[config.mk]
export PLATFORM = sky130hd
export DESIGN_NAME = aes_core_arbiter_flat
export DESIGN_NICKNAME = d
export VERILOG_FILES = /design/src/rtl/aes_arb_pkg.sv /design/src/rtl/aes_core_arbiter_if.sv /design/src/rtl/aes_arb_rr_pick.sv /design/src/rtl/aes_core_arbiter.sv /design/src/flat_wrapper.sv
export SDC_FILE = /design/constraint.sdc
export NUM_CORES = 1
export LEC_CHECK = 0
export ABC_AREA = 0
export CAP_MARGIN = 15
export CORE_AREA = 2 2 399 401
export CTS_CLUSTER_DIAMETER = 80
export DETAILED_ROUTE_END_ITERATION = 10
export DIE_AREA = 0 0 401 403
export DONT_BUFFER_PORTS = 1
export GPL_TIMING_DRIVEN = 1
export SETUP_SLACK_MARGIN = 0.4
export SLEW_MARGIN = 20
export SYNTH_ARGS = -nofsm -noshare
export SYNTH_HDL_FRONTEND = slang
export SYNTH_HIERARCHICAL = 1
export SYNTH_SLANG_ARGS = --single-unit
[constraint.sdc]
create_clock -name clk -period 1.9 [get_ports clk]
set_input_delay 0 -clock clk [delete_from_list [all_inputs] [get_ports clk]]
set_output_delay 0 -clock clk [all_outputs]
set_load 0.005 [all_outputs]
[src/rtl/aes_arb_pkg.sv]
// Shared types and sizes for the two-requester AES core arbiter.
// Imported by the interface, the round-robin picker and the top.
package aes_arb_pkg;
    localparam int NUM_REQ     = 2;
    localparam int AES_BLOCK_W = 128;

    typedef logic [AES_BLOCK_W-1:0]     blk_t;
    typedef logic [$clog2(NUM_REQ)-1:0] idx_t;

    typedef enum logic [1:0] {
        IDLE = 2'd0,
        BUSY = 2'd1,
        RESP = 2'd2
    } arb_state_e;
endpackage

[src/rtl/aes_core_arbiter_if.sv]
// Requester and AES-core signal bundle of the arbiter.
// Names are seen from the arbiter side; slave is the arbiter.
interface aes_core_arbiter_if;
    import aes_arb_pkg::*;

    logic [NUM_REQ-1:0]        req_i;
    blk_t [NUM_REQ-1:0]        key_i;
    blk_t [NUM_REQ-1:0]        data_i;
    logic [NUM_REQ-1:0]        gnt_o;
    logic [NUM_REQ-1:0]        rsp_valid_o;
    blk_t                      rsp_data_o;
    logic                      core_valid_o;
    blk_t                      core_key_o;
    blk_t                      core_data_o;
    logic                      core_valid_i;
    blk_t                      core_data_i;
    logic                      busy_o;
    logic                      timeout_o;

    modport slave (
        input  req_i, key_i, data_i,
        input  core_valid_i, core_data_i,
        output gnt_o, rsp_valid_o, rsp_data_o,
        output core_valid_o, core_key_o, core_data_o,
        output busy_o, timeout_o
    );

    modport master (
        output req_i, key_i, data_i,
        output core_valid_i, core_data_i,
        input  gnt_o, rsp_valid_o, rsp_data_o,
        input  core_valid_o, core_key_o, core_data_o,
        input  busy_o, timeout_o
    );
endinterface

[src/rtl/aes_arb_rr_pick.sv]
// Round-robin pick between two requesters.
// A lone request wins; on a tie the one not served last wins.
module aes_arb_rr_pick
    import aes_arb_pkg::*;
(
    input  logic [NUM_REQ-1:0] req_i,
    input  idx_t               last_i,
    output logic [NUM_REQ-1:0] pick_o
);
    always_comb begin
        pick_o = '0;
        unique case (1'b1)
            (req_i == 2'b01): pick_o = 2'b01;
            (req_i == 2'b10): pick_o = 2'b10;
            (req_i == 2'b11): pick_o = last_i[0] ? 2'b01 : 2'b10;
            default:          pick_o = '0;
        endcase
    end
endmodule

[src/rtl/aes_core_arbiter.sv]
// Shares one AES-128 core between two requesters (IDLE/BUSY/RESP).
// Define AES_ARB_TIMEOUT_EN to abort BUSY after TIMEOUT_CYCLES.
module aes_core_arbiter
    import aes_arb_pkg::*;
#(
    parameter int TIMEOUT_CYCLES = 64
) (
    input  logic               clk,
    input  logic               rst_n,
    aes_core_arbiter_if.slave  bus
);
    arb_state_e         state_q, state_d;
    idx_t               owner_q, owner_d;
    idx_t               last_q, last_d;
    blk_t               key_q, key_d;
    blk_t               data_q, data_d;
    blk_t               rsp_q, rsp_d;
    logic [NUM_REQ-1:0] pick;
    logic [NUM_REQ-1:0] gnt;
    logic [NUM_REQ-1:0] rsp_vld;
    logic               core_vld;

    if (TIMEOUT_CYCLES < 1) begin : g_bad_cfg
        $error("TIMEOUT_CYCLES must be at least 1");
    end

`ifdef AES_ARB_TIMEOUT_EN
    localparam int CNT_W = $clog2(TIMEOUT_CYCLES + 1);
    localparam logic [CNT_W-1:0] CNT_MAX = CNT_W'(TIMEOUT_CYCLES - 1);

    logic [CNT_W-1:0] cnt_q, cnt_d;
    logic             tmo_q, tmo_d;
`endif

    aes_arb_rr_pick u_pick (
        .req_i  (bus.req_i),
        .last_i (last_q),
        .pick_o (pick)
    );

    always_comb begin
        state_d  = state_q;
        owner_d  = owner_q;
        last_d   = last_q;
        key_d    = key_q;
        data_d   = data_q;
        rsp_d    = rsp_q;
        gnt      = '0;
        rsp_vld  = '0;
        core_vld = 1'b0;
`ifdef AES_ARB_TIMEOUT_EN
        cnt_d    = cnt_q;
        tmo_d    = 1'b0;
`endif
        unique case (state_q)
            IDLE: begin
                if (|bus.req_i) begin
                    gnt     = pick;
                    owner_d = idx_t'(pick[1]);
                    key_d   = bus.key_i[pick[1]];
                    data_d  = bus.data_i[pick[1]];
                    state_d = BUSY;
`ifdef AES_ARB_TIMEOUT_EN
                    cnt_d   = '0;
`endif
                end
            end
            BUSY: begin
                core_vld = 1'b1;
                // A result on the final count beats the timeout.
                if (bus.core_valid_i) begin
                    rsp_d   = bus.core_data_i;
                    state_d = RESP;
                end
`ifdef AES_ARB_TIMEOUT_EN
                else if (cnt_q == CNT_MAX) begin
                    rsp_d   = '0;
                    tmo_d   = 1'b1;
                    state_d = RESP;
                end else begin
                    cnt_d = cnt_q + 1'b1;
                end
`endif
            end
            RESP: begin
                rsp_vld = NUM_REQ'(1) << owner_q;
                last_d  = owner_q;
                state_d = IDLE;
            end
            default: state_d = IDLE;
        endcase
    end

    always_ff @(posedge clk or negedge rst_n) begin
        if (!rst_n) begin
            state_q <= IDLE;
            owner_q <= '0;
            last_q  <= idx_t'(1);
            key_q   <= '0;
            data_q  <= '0;
            rsp_q   <= '0;
        end else begin
            state_q <= state_d;
            owner_q <= owner_d;
            last_q  <= last_d;
            key_q   <= key_d;
            data_q  <= data_d;
            rsp_q   <= rsp_d;
        end
    end

`ifdef AES_ARB_TIMEOUT_EN
    always_ff @(posedge clk or negedge rst_n) begin
        if (!rst_n) begin
            cnt_q <= '0;
            tmo_q <= 1'b0;
        end else begin
            cnt_q <= cnt_d;
            tmo_q <= tmo_d;
        end
    end

    assign bus.timeout_o = tmo_q;
`else
    assign bus.timeout_o = 1'b0;
`endif

    // Grant is combinational from req_i, so mask it while reset is held.
    assign bus.gnt_o        = gnt & {NUM_REQ{rst_n}};
    assign bus.rsp_valid_o  = rsp_vld;
    assign bus.rsp_data_o   = rsp_q;
    assign bus.core_valid_o = core_vld;
    assign bus.core_key_o   = core_vld ? key_q : '0;
    assign bus.core_data_o  = core_vld ? data_q : '0;
    assign bus.busy_o       = (state_q != IDLE);
endmodule

[src/flat_wrapper.sv]
// flat-port wrapper written by rule: the top's interface ports become plain ports
module aes_core_arbiter_flat import aes_arb_pkg::*;
#(
    parameter int TIMEOUT_CYCLES = 64
)
  (clk, rst_n, bus_req_i, bus_key_i, bus_data_i, bus_core_valid_i, bus_core_data_i, bus_gnt_o, bus_rsp_valid_o, bus_rsp_data_o, bus_core_valid_o, bus_core_key_o, bus_core_data_o, bus_busy_o, bus_timeout_o);
  aes_core_arbiter_if bus_i ();
  input  logic clk;
  input  logic rst_n;
  input wire logic [$bits(bus_i.req_i)-1:0] bus_req_i;
  input wire logic [$bits(bus_i.key_i)-1:0] bus_key_i;
  input wire logic [$bits(bus_i.data_i)-1:0] bus_data_i;
  input wire logic [$bits(bus_i.core_valid_i)-1:0] bus_core_valid_i;
  input wire logic [$bits(bus_i.core_data_i)-1:0] bus_core_data_i;
  output wire logic [$bits(bus_i.gnt_o)-1:0] bus_gnt_o;
  output wire logic [$bits(bus_i.rsp_valid_o)-1:0] bus_rsp_valid_o;
  output wire logic [$bits(bus_i.rsp_data_o)-1:0] bus_rsp_data_o;
  output wire logic [$bits(bus_i.core_valid_o)-1:0] bus_core_valid_o;
  output wire logic [$bits(bus_i.core_key_o)-1:0] bus_core_key_o;
  output wire logic [$bits(bus_i.core_data_o)-1:0] bus_core_data_o;
  output wire logic [$bits(bus_i.busy_o)-1:0] bus_busy_o;
  output wire logic [$bits(bus_i.timeout_o)-1:0] bus_timeout_o;
  assign bus_i.req_i = bus_req_i;
  assign bus_i.key_i = bus_key_i;
  assign bus_i.data_i = bus_data_i;
  assign bus_i.core_valid_i = bus_core_valid_i;
  assign bus_i.core_data_i = bus_core_data_i;
  assign bus_gnt_o = bus_i.gnt_o;
  assign bus_rsp_valid_o = bus_i.rsp_valid_o;
  assign bus_rsp_data_o = bus_i.rsp_data_o;
  assign bus_core_valid_o = bus_i.core_valid_o;
  assign bus_core_key_o = bus_i.core_key_o;
  assign bus_core_data_o = bus_i.core_data_o;
  assign bus_busy_o = bus_i.busy_o;
  assign bus_timeout_o = bus_i.timeout_o;
  aes_core_arbiter #(.TIMEOUT_CYCLES(TIMEOUT_CYCLES)) u_core (.clk(clk), .rst_n(rst_n), .bus(bus_i));
endmodule
==> insert_results.sql, run 1 <==
INSERT INTO impl_metrics (metric_group, metric, value, unit) VALUES
('global_routing', 'first_pass_grt_wire_length', '156000', 'um'),
('worst_setup_path', 'cp-start-kind', 'flop', ''),
('place', 'numPortBuffers', '0', ''),
('power', 'leak_pwr', '14.3', 'nW'),
('logic_synthesis', 'mappedNetlistArea', '0.0189', 'mm2'),
('global_routing', 'grt_pass1_vias', '18400', ''),
('clocking', 'clk_latency', '0.65', 'ns'),
('worst_setup_path', 'worst-path-max-fanout', '6', ''),
('timing', 'timing_worst_slew_pin_value', '0.831', 'ns'),
('finish', 'finish.net_count', '3179', ''),
('worst_setup_path', 'cp_num_buf_inv', '4', ''),
('clocking', 'cts_max_level', '2', ''),
('floorplanning', 'rows', '146', ''),
('finish', 'synthToLayoutAreaGrowth', '84.8', '%'),
('logic_synthesis', 'count_of_flip_flops_with_a_built_in_enable_after_synthesis', '0', ''),
('drt', 'ant_nets', '0', ''),
('timing', 'max-slew-margin-rel', '44.6', '%'),
('place', 'pre_cts_ws', '-0.0787', 'ns'),
('worst_setup_path', 'crit_path_max_incr_delay', '0.42', 'ns'),
('timing', 'fmax', '0.471', 'GHz'),
('worst_hold_path', 'class_of_the_tightest_hold_or_removal_check', 'input port to asynchronous set/reset pin', ''),
('drt', 'drt_pass1_iterations', '5', ''),
('floorplanning', 'dieWidth', '401', 'um'),
('finish', 'final_cell_count_no_fill', '4689', ''),
('worst_setup_path', 'setup.worst_path.class', 'flop to output pin', ''),
('place', 'dp_cells', '3710', ''),
('flow_run', 'max_cap_violations', '0', ''),
('logic_synthesis', 'synth_register_bits', '388', ''),
('logic_synthesis', 'synth.area.top_cells', 'dfrtp_1 51%, mux2i_1 14%, and2_1 8.5%', ''),
('clocking', 'clock_sinks', '388', ''),
('drt', 'drt-initial-drc-count', '2190', ''),
('drt', 'postRouteWirelength', '139000', 'um'),
('logic_synthesis', 'asyncSetResetFlopFracSynth', '100', '%'),
('floorplanning', 'io_pins', '1036', ''),
('timing', 'finalCritPeriodShare', '112', '%'),
('place', 'detailedPlacementHpwl', '83400', 'um'),
('timing', 'grt_setup_unrepaired', 'yes', ''),
('timing', 'smallest_setup_slack_after_layout', '-0.225', 'ns'),
('floorplanning', 'die_height', '403', 'um'),
('timing', 'report.final.slew_viol_count', '0', ''),
('worst_setup_path', 'cp_common_cell', 'buf_12', ''),
('worst_setup_path', 'critical_path.cell_chain', 'nor2b_4, buf_12, buf_12, buf_16, clkbuf_16, and2_4', ''),
('worst_setup_path', 'critical_path.slowest_cell', 'dfrtp_1', ''),
('floorplanning', 'start_util', '12.0', '%'),
('timing', 'fin_skew', '0.0288', 'ns'),
('outcome', 'violations', 'hold timing, setup timing', ''),
('clocking', 'path_clk_slew', '0.06', 'ns'),
('drt', 'vias', '19500', ''),
('timing', 'period_needed', '2.13', 'ns'),
('logic_synthesis', 'syn-instance-count', '1719', ''),
('global_routing', 'grt.total_usage', '13.7', '%'),
('timing', 'fin_worst_hold_slack', '-0.958', 'ns'),
('timing', 'timing.final.setup_violations', '244', ''),
('worst_setup_path', 'worst-endpoint-required', '1.90', 'ns'),
('drt', 'route.detailed.drc', '0', ''),
('global_routing', 'grt_max_degree', '391', ''),
('worst_setup_path', 'critical_path.endpoint_type', 'output pin', ''),
('clocking', 'cts_max_path_buffers', '3', ''),
('global_routing', 'antenna_found_initial', '71', ''),
('timing', 'final-hold-violation-count', '388', ''),
('clocking', 'number_of_clock_buffers_inserted_by_tritoncts', '51', ''),
('logic_synthesis', 'synth.top_cells.by_count', '387 x dfrtp_1, 293 x o21ai_0, 257 x and2_1', ''),
('logic_synthesis', 'synthFlopType', 'dfrtp_1', ''),
('finish', 'layout_utilization', '22.1', '%'),
('floorplanning', 'die_area', '0.162', 'mm2'),
('global_routing', 'gr-total-overflow', '0', ''),
('worst_setup_path', 'arrival_time_worst_endpoint', '2.13', 'ns'),
('drt', 'avgRoutedWirePerCell', '29.7', 'um'),
('outcome', 'outcome', 'complete, but fails checks', ''),
('clocking', 'clockRootBuffer', 'clkbuf_16', ''),
('drt', 'via_per_inst', '4.16', '');
-- cells in the final DEF (no fill, tap or decap), types with 6 or more instances in the layout --
cell type	instances
clkbuf_1	6
buf_4	44
dfrtp_1	387
clkinv_2	11
o21ai_1	207
and2_4	181
diode_2	40
buf_6	30
mux2i_2	13
dlygate4sd3_1	686
buf_8	25
and2_1	72
buf_12	58
o21ai_4	11
bufinv_16	7
clkbuf_16	102
mux2_2	114
mux2i_4	11
o21ai_0	189
clkbuf_8	9
mux2_1	9
mux2i_1	232
o21ai_2	105
buf_16	24
mux2_4	6
-- power by group --
| group | switching, W | internal (W) |
|---|---|---|
| logic | 0.0136 | 0.0136 |
| clock network | 0.00448 | 0.00633 |
| registers | 0.00404 | 0.0124 |
| total | 0.0221 | 0.0323 |
-- kinds of logic after synthesis --
| kind of cell | after synthesis | share of synthesized area, % |
|---|---|---|
| buffers and inverters | 161 | 4.62 |
| other | 1 | 0.0199 |
| DFF | 388 | 51.5 |
| and+or+nand+nor | 269 | 8.86 |
| AOI/OAI and AO/OA | 515 | 13.7 |
| muxes | 385 | 21.3 |
-- final cells by class --
| type | count | area, um2 | area share (%) |
|---|---|---|---|
| timing repair buffer | 921 | 11100 | 31.8 |
| sequential | 388 | 9710 | 27.9 |
| multi-input combinational | 1170 | 9510 | 27.3 |
| tap | 2072 | 2590 | 7.44 |
| clock buffer | 66 | 1420 | 4.08 |
| clock inverter | 30 | 428 | 1.23 |
| antenna | 40 | 100 | 0.287 |
| inverter | 2 | 7.51 | 0.0215 |
-- registers in the layout, summed over array words and instances (netlist names) --
name and cells:
u_core/bus.rsp_data_o 128, u_core/data_q 128, u_core/key_q 128, u_core/state_q 2, u_core/last_q 1, u_core/owner_q 1
-- metal layers --
layer / global-route usage [%] / wire, um / part of all wire, % / vias to the layer above
li1: - / - / - / 7740
met1: 15.6 / 49500 / 36 / 9626
met2: 22.9 / 66800 / 48 / 1622
met3: 4.51 / 13900 / 10 / 469
met4: 7.17 / 8850 / 6.4 / 26
met5: 0 / 161 / 0.12 / -
-- through the flow --
stage | instance area (um2) | setup TNS, ns
2_1_floorplan | 19000 | 0
3_3_place_gp | 21600 | 0
3_5_place_dp | 21600 | -0.418
4_1_cts | 31100 | -49.18
5_1_grt | 34800 | -54.98
6_report | 34900 | -31.50
-- path summary, 6_finish.rpt --
kind | to | startpoint | cells past startpoint | slack, ns
max | bus_core_key_o[83] | u_core/state_q[1]$_DFFE_PN0P_ | 6 | -0.23
min | u_core/bus.rsp_data_o[32]$_DFFE_PN0P_ | rst_n | 0 | -0.96
max reg2reg | u_core/data_q[77]$_DFFE_PN0P_ | u_core/state_q[1]$_DFFE_PN0P_ | 6 | 0.02
min reg2reg | u_core/data_q[38]$_DFFE_PN0P_ | u_core/data_q[38]$_DFFE_PN0P_ | 2 | 0.50
max in group asynchronous | u_core/key_q[62]$_DFFE_PN0P_ | rst_n | 0 | 2.16
min in group clk | u_core/bus.rsp_data_o[74]$_DFFE_PN0P_ | bus_core_data_i[74] | 2 | 0.06
-- what timing repair did --
item                                    CTS  global route
hold buffers                            684             2
setup buffers                            22            50
endpoints found under the hold margin   774           391
gates resized for setup                 121           545
pin swaps                                22           146
cloned                                    8            77
endpoints found under the setup margin  644           646
(Power assumes the default switching activity.)
==> run 2, diff against run 1 <==
- CORE_AREA: 2 2 399 401 -> 10 10 392 394
- DIE_AREA: 0 0 401 403 -> 0 0 402 404
==> run 2 against run 1 <==
  * The run ends with hold timing, slew limit, setup timing left
  * Setup slack better by 0.0010 ns
  * Count of clock-buffer cells in the layout is 1 lower
  * Worst hold slack better by 0.029 ns
  * Clock power is 14% lower
  * First-iteration DRC count is 3.7% lower
  * Non-clock buffer count is 58 lower
==> insert_results.sql, run 2 (synthesized netlist as in run 1, its figures left out) <==
INSERT INTO impl_metrics (metric_group, metric, value, unit) VALUES
('worst_setup_path', 'r2r_start', 'u_core/state_q[1]$_DFFE_PN0P_', ''),
('worst_setup_path', 'worst-path-max-fanout', '10', ''),
('worst_setup_path', 'timing.rr.end', 'u_core/key_q[41]$_DFFE_PN0P_', ''),
('clocking', 'clock_sinks', '388', ''),
('place', 'numPortBuffers', '0', ''),
('finish', 'finish.net_count', '3120', ''),
('timing', 'report.final.slew_viol_count', '152', ''),
('worst_setup_path', 'ff2ff_setup_slack', '-0.22', 'ns'),
('clocking', 'cts_max_level', '2', ''),
('power', 'areal_power_density_over_the_cells', '1480', 'mW/mm2'),
('drt', 'drt-initial-drc-count', '2108', ''),
('floorplanning', 'io_pins', '1036', ''),
('worst_setup_path', 'arrival_time_worst_endpoint', '2.61', 'ns'),
('worst_setup_path', 'crit_path_max_incr_delay', '0.41', 'ns'),
('timing', 'timing_worst_slew_pin_value', '2.09', 'ns'),
('timing', 'period_needed', '2.12', 'ns'),
('floorplanning', 'start_util', '13.0', '%'),
('power', 'leak_pwr', '13.4', 'nW'),
('global_routing', 'grt_pass1_vias', '18900', ''),
('drt', 'vias', '18900', ''),
('timing', 'max-slew-margin-rel', '-39.2', '%'),
('clocking', 'path_clk_slew', '0.07', 'ns'),
('timing', 'fin_skew', '0.0412', 'ns'),
('floorplanning', 'placeableCoreArea', '0.145', 'mm2'),
('place', 'globalplace.congestion', '0.874', ''),
('power', 'vdd_drop_max', '1.06', 'mV'),
('timing', 'finalCritPeriodShare', '112', '%'),
('worst_hold_path', 'class_of_the_tightest_hold_or_removal_check', 'input port to asynchronous set/reset pin', ''),
('floorplanning', 'die_height', '404', 'um'),
('timing', 'smallest_setup_slack_after_layout', '-0.224', 'ns'),
('global_routing', 'antenna_found_initial', '73', ''),
('drt', 'postRouteWirelength', '138000', 'um'),
('outcome', 'violations', 'hold timing, slew limit, setup timing', ''),
('worst_setup_path', 'setup.worst_path.class', 'flop to flop', ''),
('worst_setup_path', 'setup_crit_start', 'u_core/state_q[1]$_DFFE_PN0P_', ''),
('flow_run', 'max_cap_violations', '0', ''),
('worst_setup_path', 'critical_path.slowest_cell', 'dfrtp_1', ''),
('clocking', 'number_of_clock_buffers_inserted_by_tritoncts', '47', ''),
('finish', 'stdcell_area', '0.0328', 'mm2'),
('worst_setup_path', 'worst-endpoint-required', '2.39', 'ns'),
('clocking', 'clockRootBuffer', 'clkbuf_16', ''),
('worst_setup_path', 'cp-start-kind', 'flop', ''),
('worst_setup_path', 'cp_common_cell', 'clkbuf_16', ''),
('worst_setup_path', 'ff2ff_path_depth', '7', ''),
('timing', 'grt_setup_unrepaired', 'yes', ''),
('place', 'detailedPlacementHpwl', '91300', 'um'),
('drt', 'drt_pass1_iterations', '7', ''),
('finish', 'most-common-layout-cells', '663 x dlygate4sd3_1, 387 x dfrtp_1, 247 x o21ai_0', ''),
('finish', 'layout_utilization', '22.6', '%'),
('floorplanning', 'rows', '140', ''),
('global_routing', 'gr-total-overflow', '0', ''),
('place', 'placement.cell_area', '0.0217', 'mm2'),
('global_routing', 'grt_max_degree', '391', ''),
('timing', 'final-hold-violation-count', '387', ''),
('global_routing', 'grt.total_usage', '14.0', '%'),
('clocking', 'cts_max_path_buffers', '3', ''),
('finish', 'mostFrequentLayoutCell', 'dlygate4sd3_1', ''),
('worst_setup_path', 'critical_path.cell_chain', 'or2_4, buf_12, buf_4, clkbuf_16, clkbuf_16, o21ai_0, o21ai_2', ''),
('drt', 'route.detailed.drc', '0', ''),
('timing', 'fin_worst_hold_slack', '-0.929', 'ns'),
('worst_setup_path', 'worst-path-stages', '7', ''),
('worst_setup_path', 'path_delay_family', 'buffers and inverters', ''),
('global_routing', 'first_pass_grt_wire_length', '163000', 'um'),
('timing', 'timing.final.setup_violations', '274', ''),
('finish', 'synthToLayoutAreaGrowth', '74.1', '%'),
('timing', 'timing.setup.tns', '-18.80', 'ns'),
('clocking', 'clk_latency', '0.65', 'ns'),
('drt', 'ant_nets', '0', ''),
('clocking', 'cts_hold_buf', '664', ''),
('timing', 'fmax', '0.471', 'GHz'),
('finish', 'drive_above_1_share', '23.3', '%'),
('worst_setup_path', 'critical_path.endpoint_type', 'flop', ''),
('drt', 'via_per_inst', '4.24', ''),
('floorplanning', 'die_area', '0.162', 'mm2'),
('worst_setup_path', 'cp_num_buf_inv', '4', ''),
('clocking', 'tritoncts', 'done', ''),
('power', 'total_power', '0.0487', 'W'),
('worst_setup_path', 'worst_setup_path_endpoint', 'u_core/key_q[41]$_DFFE_PN0P_', ''),
('drt', 'avgRoutedWirePerCell', '30.9', 'um'),
('floorplanning', 'dieWidth', '402', 'um'),
('outcome', 'outcome', 'complete, but fails checks', '');
run 2: worst reg2reg max path, cell delays in order, from the launching register on:
cell and delay [ns]:
dfrtp_1 0.41, or2_4 0.29, buf_12 0.15, buf_4 0.19, clkbuf_16 0.24, clkbuf_16 0.19
o21ai_0 0.36, o21ai_2 0.13
run 2: layer usage:
| metal | global-route usage, % | part of all wire [%] | vias to the layer above |
|---|---|---|---|
| li1 | - | - | 7593 |
| met2 | 24.1 | 50 | 1499 |
| met5 | 0 | 0.21 | - |
| met1 | 15.9 | 36 | 9468 |
| met4 | 5.66 | 4.6 | 30 |
| met3 | 4.88 | 9.6 | 336 |
run 2: metrics by stage:
step,cells,setup slack (ns)
6_report,4465,-0.224
5_1_grt,4449,-0.280
4_1_cts,4324,-0.261
3_5_place_dp,3571,-0.0370
3_3_place_gp,3571,-0.0134
2_1_floorplan,1719,0.327
run 2: worst min-delay path by stage:
stage,startpoint,to,cells after the start
after floorplan,rst_n,u_core/bus.rsp_data_o[0]$_DFFE_PN0P_,0
after global placement,rst_n,u_core/data_q[78]$_DFFE_PN0P_,0
after detailed placement,rst_n,u_core/data_q[78]$_DFFE_PN0P_,0
after CTS,rst_n,u_core/data_q[78]$_DFFE_PN0P_,0
after global routing,rst_n,u_core/data_q[83]$_DFFE_PN0P_,0
final,rst_n,u_core/data_q[78]$_DFFE_PN0P_,0
run 2: what timing repair did:
| action | 4_1_cts | 5_1_grt |
|---|---|---|
| gates cloned | 3 | 57 |
| endpoints found under the hold margin | 774 | 388 |
| pin swaps | 4 | 43 |
| gates resized for setup | 48 | 317 |
| setup buffers | 5 | 43 |
| endpoints found under the setup margin | 648 | 649 |
run 2: power by group:
part / switching [W] / internal [W] / total [W]
Clock: 0.00406 / 0.00524 / 0.00931
Sequential: 0.00411 / 0.0124 / 0.0165
Combinational: 0.0118 / 0.0111 / 0.0229
Total: 0.0200 / 0.0288 / 0.0487
run 2: area by class of cell:
type / count / area [um2]
timing repair buffer: 863 / 10000
inverter: 2 / 7.51
tap: 1917 / 2400
sequential: 388 / 9710
fill: 15300 / 113000
multi-input combinational: 1173 / 9030
clock buffer: 65 / 1340
clock inverter: 16 / 209
antenna: 41 / 103
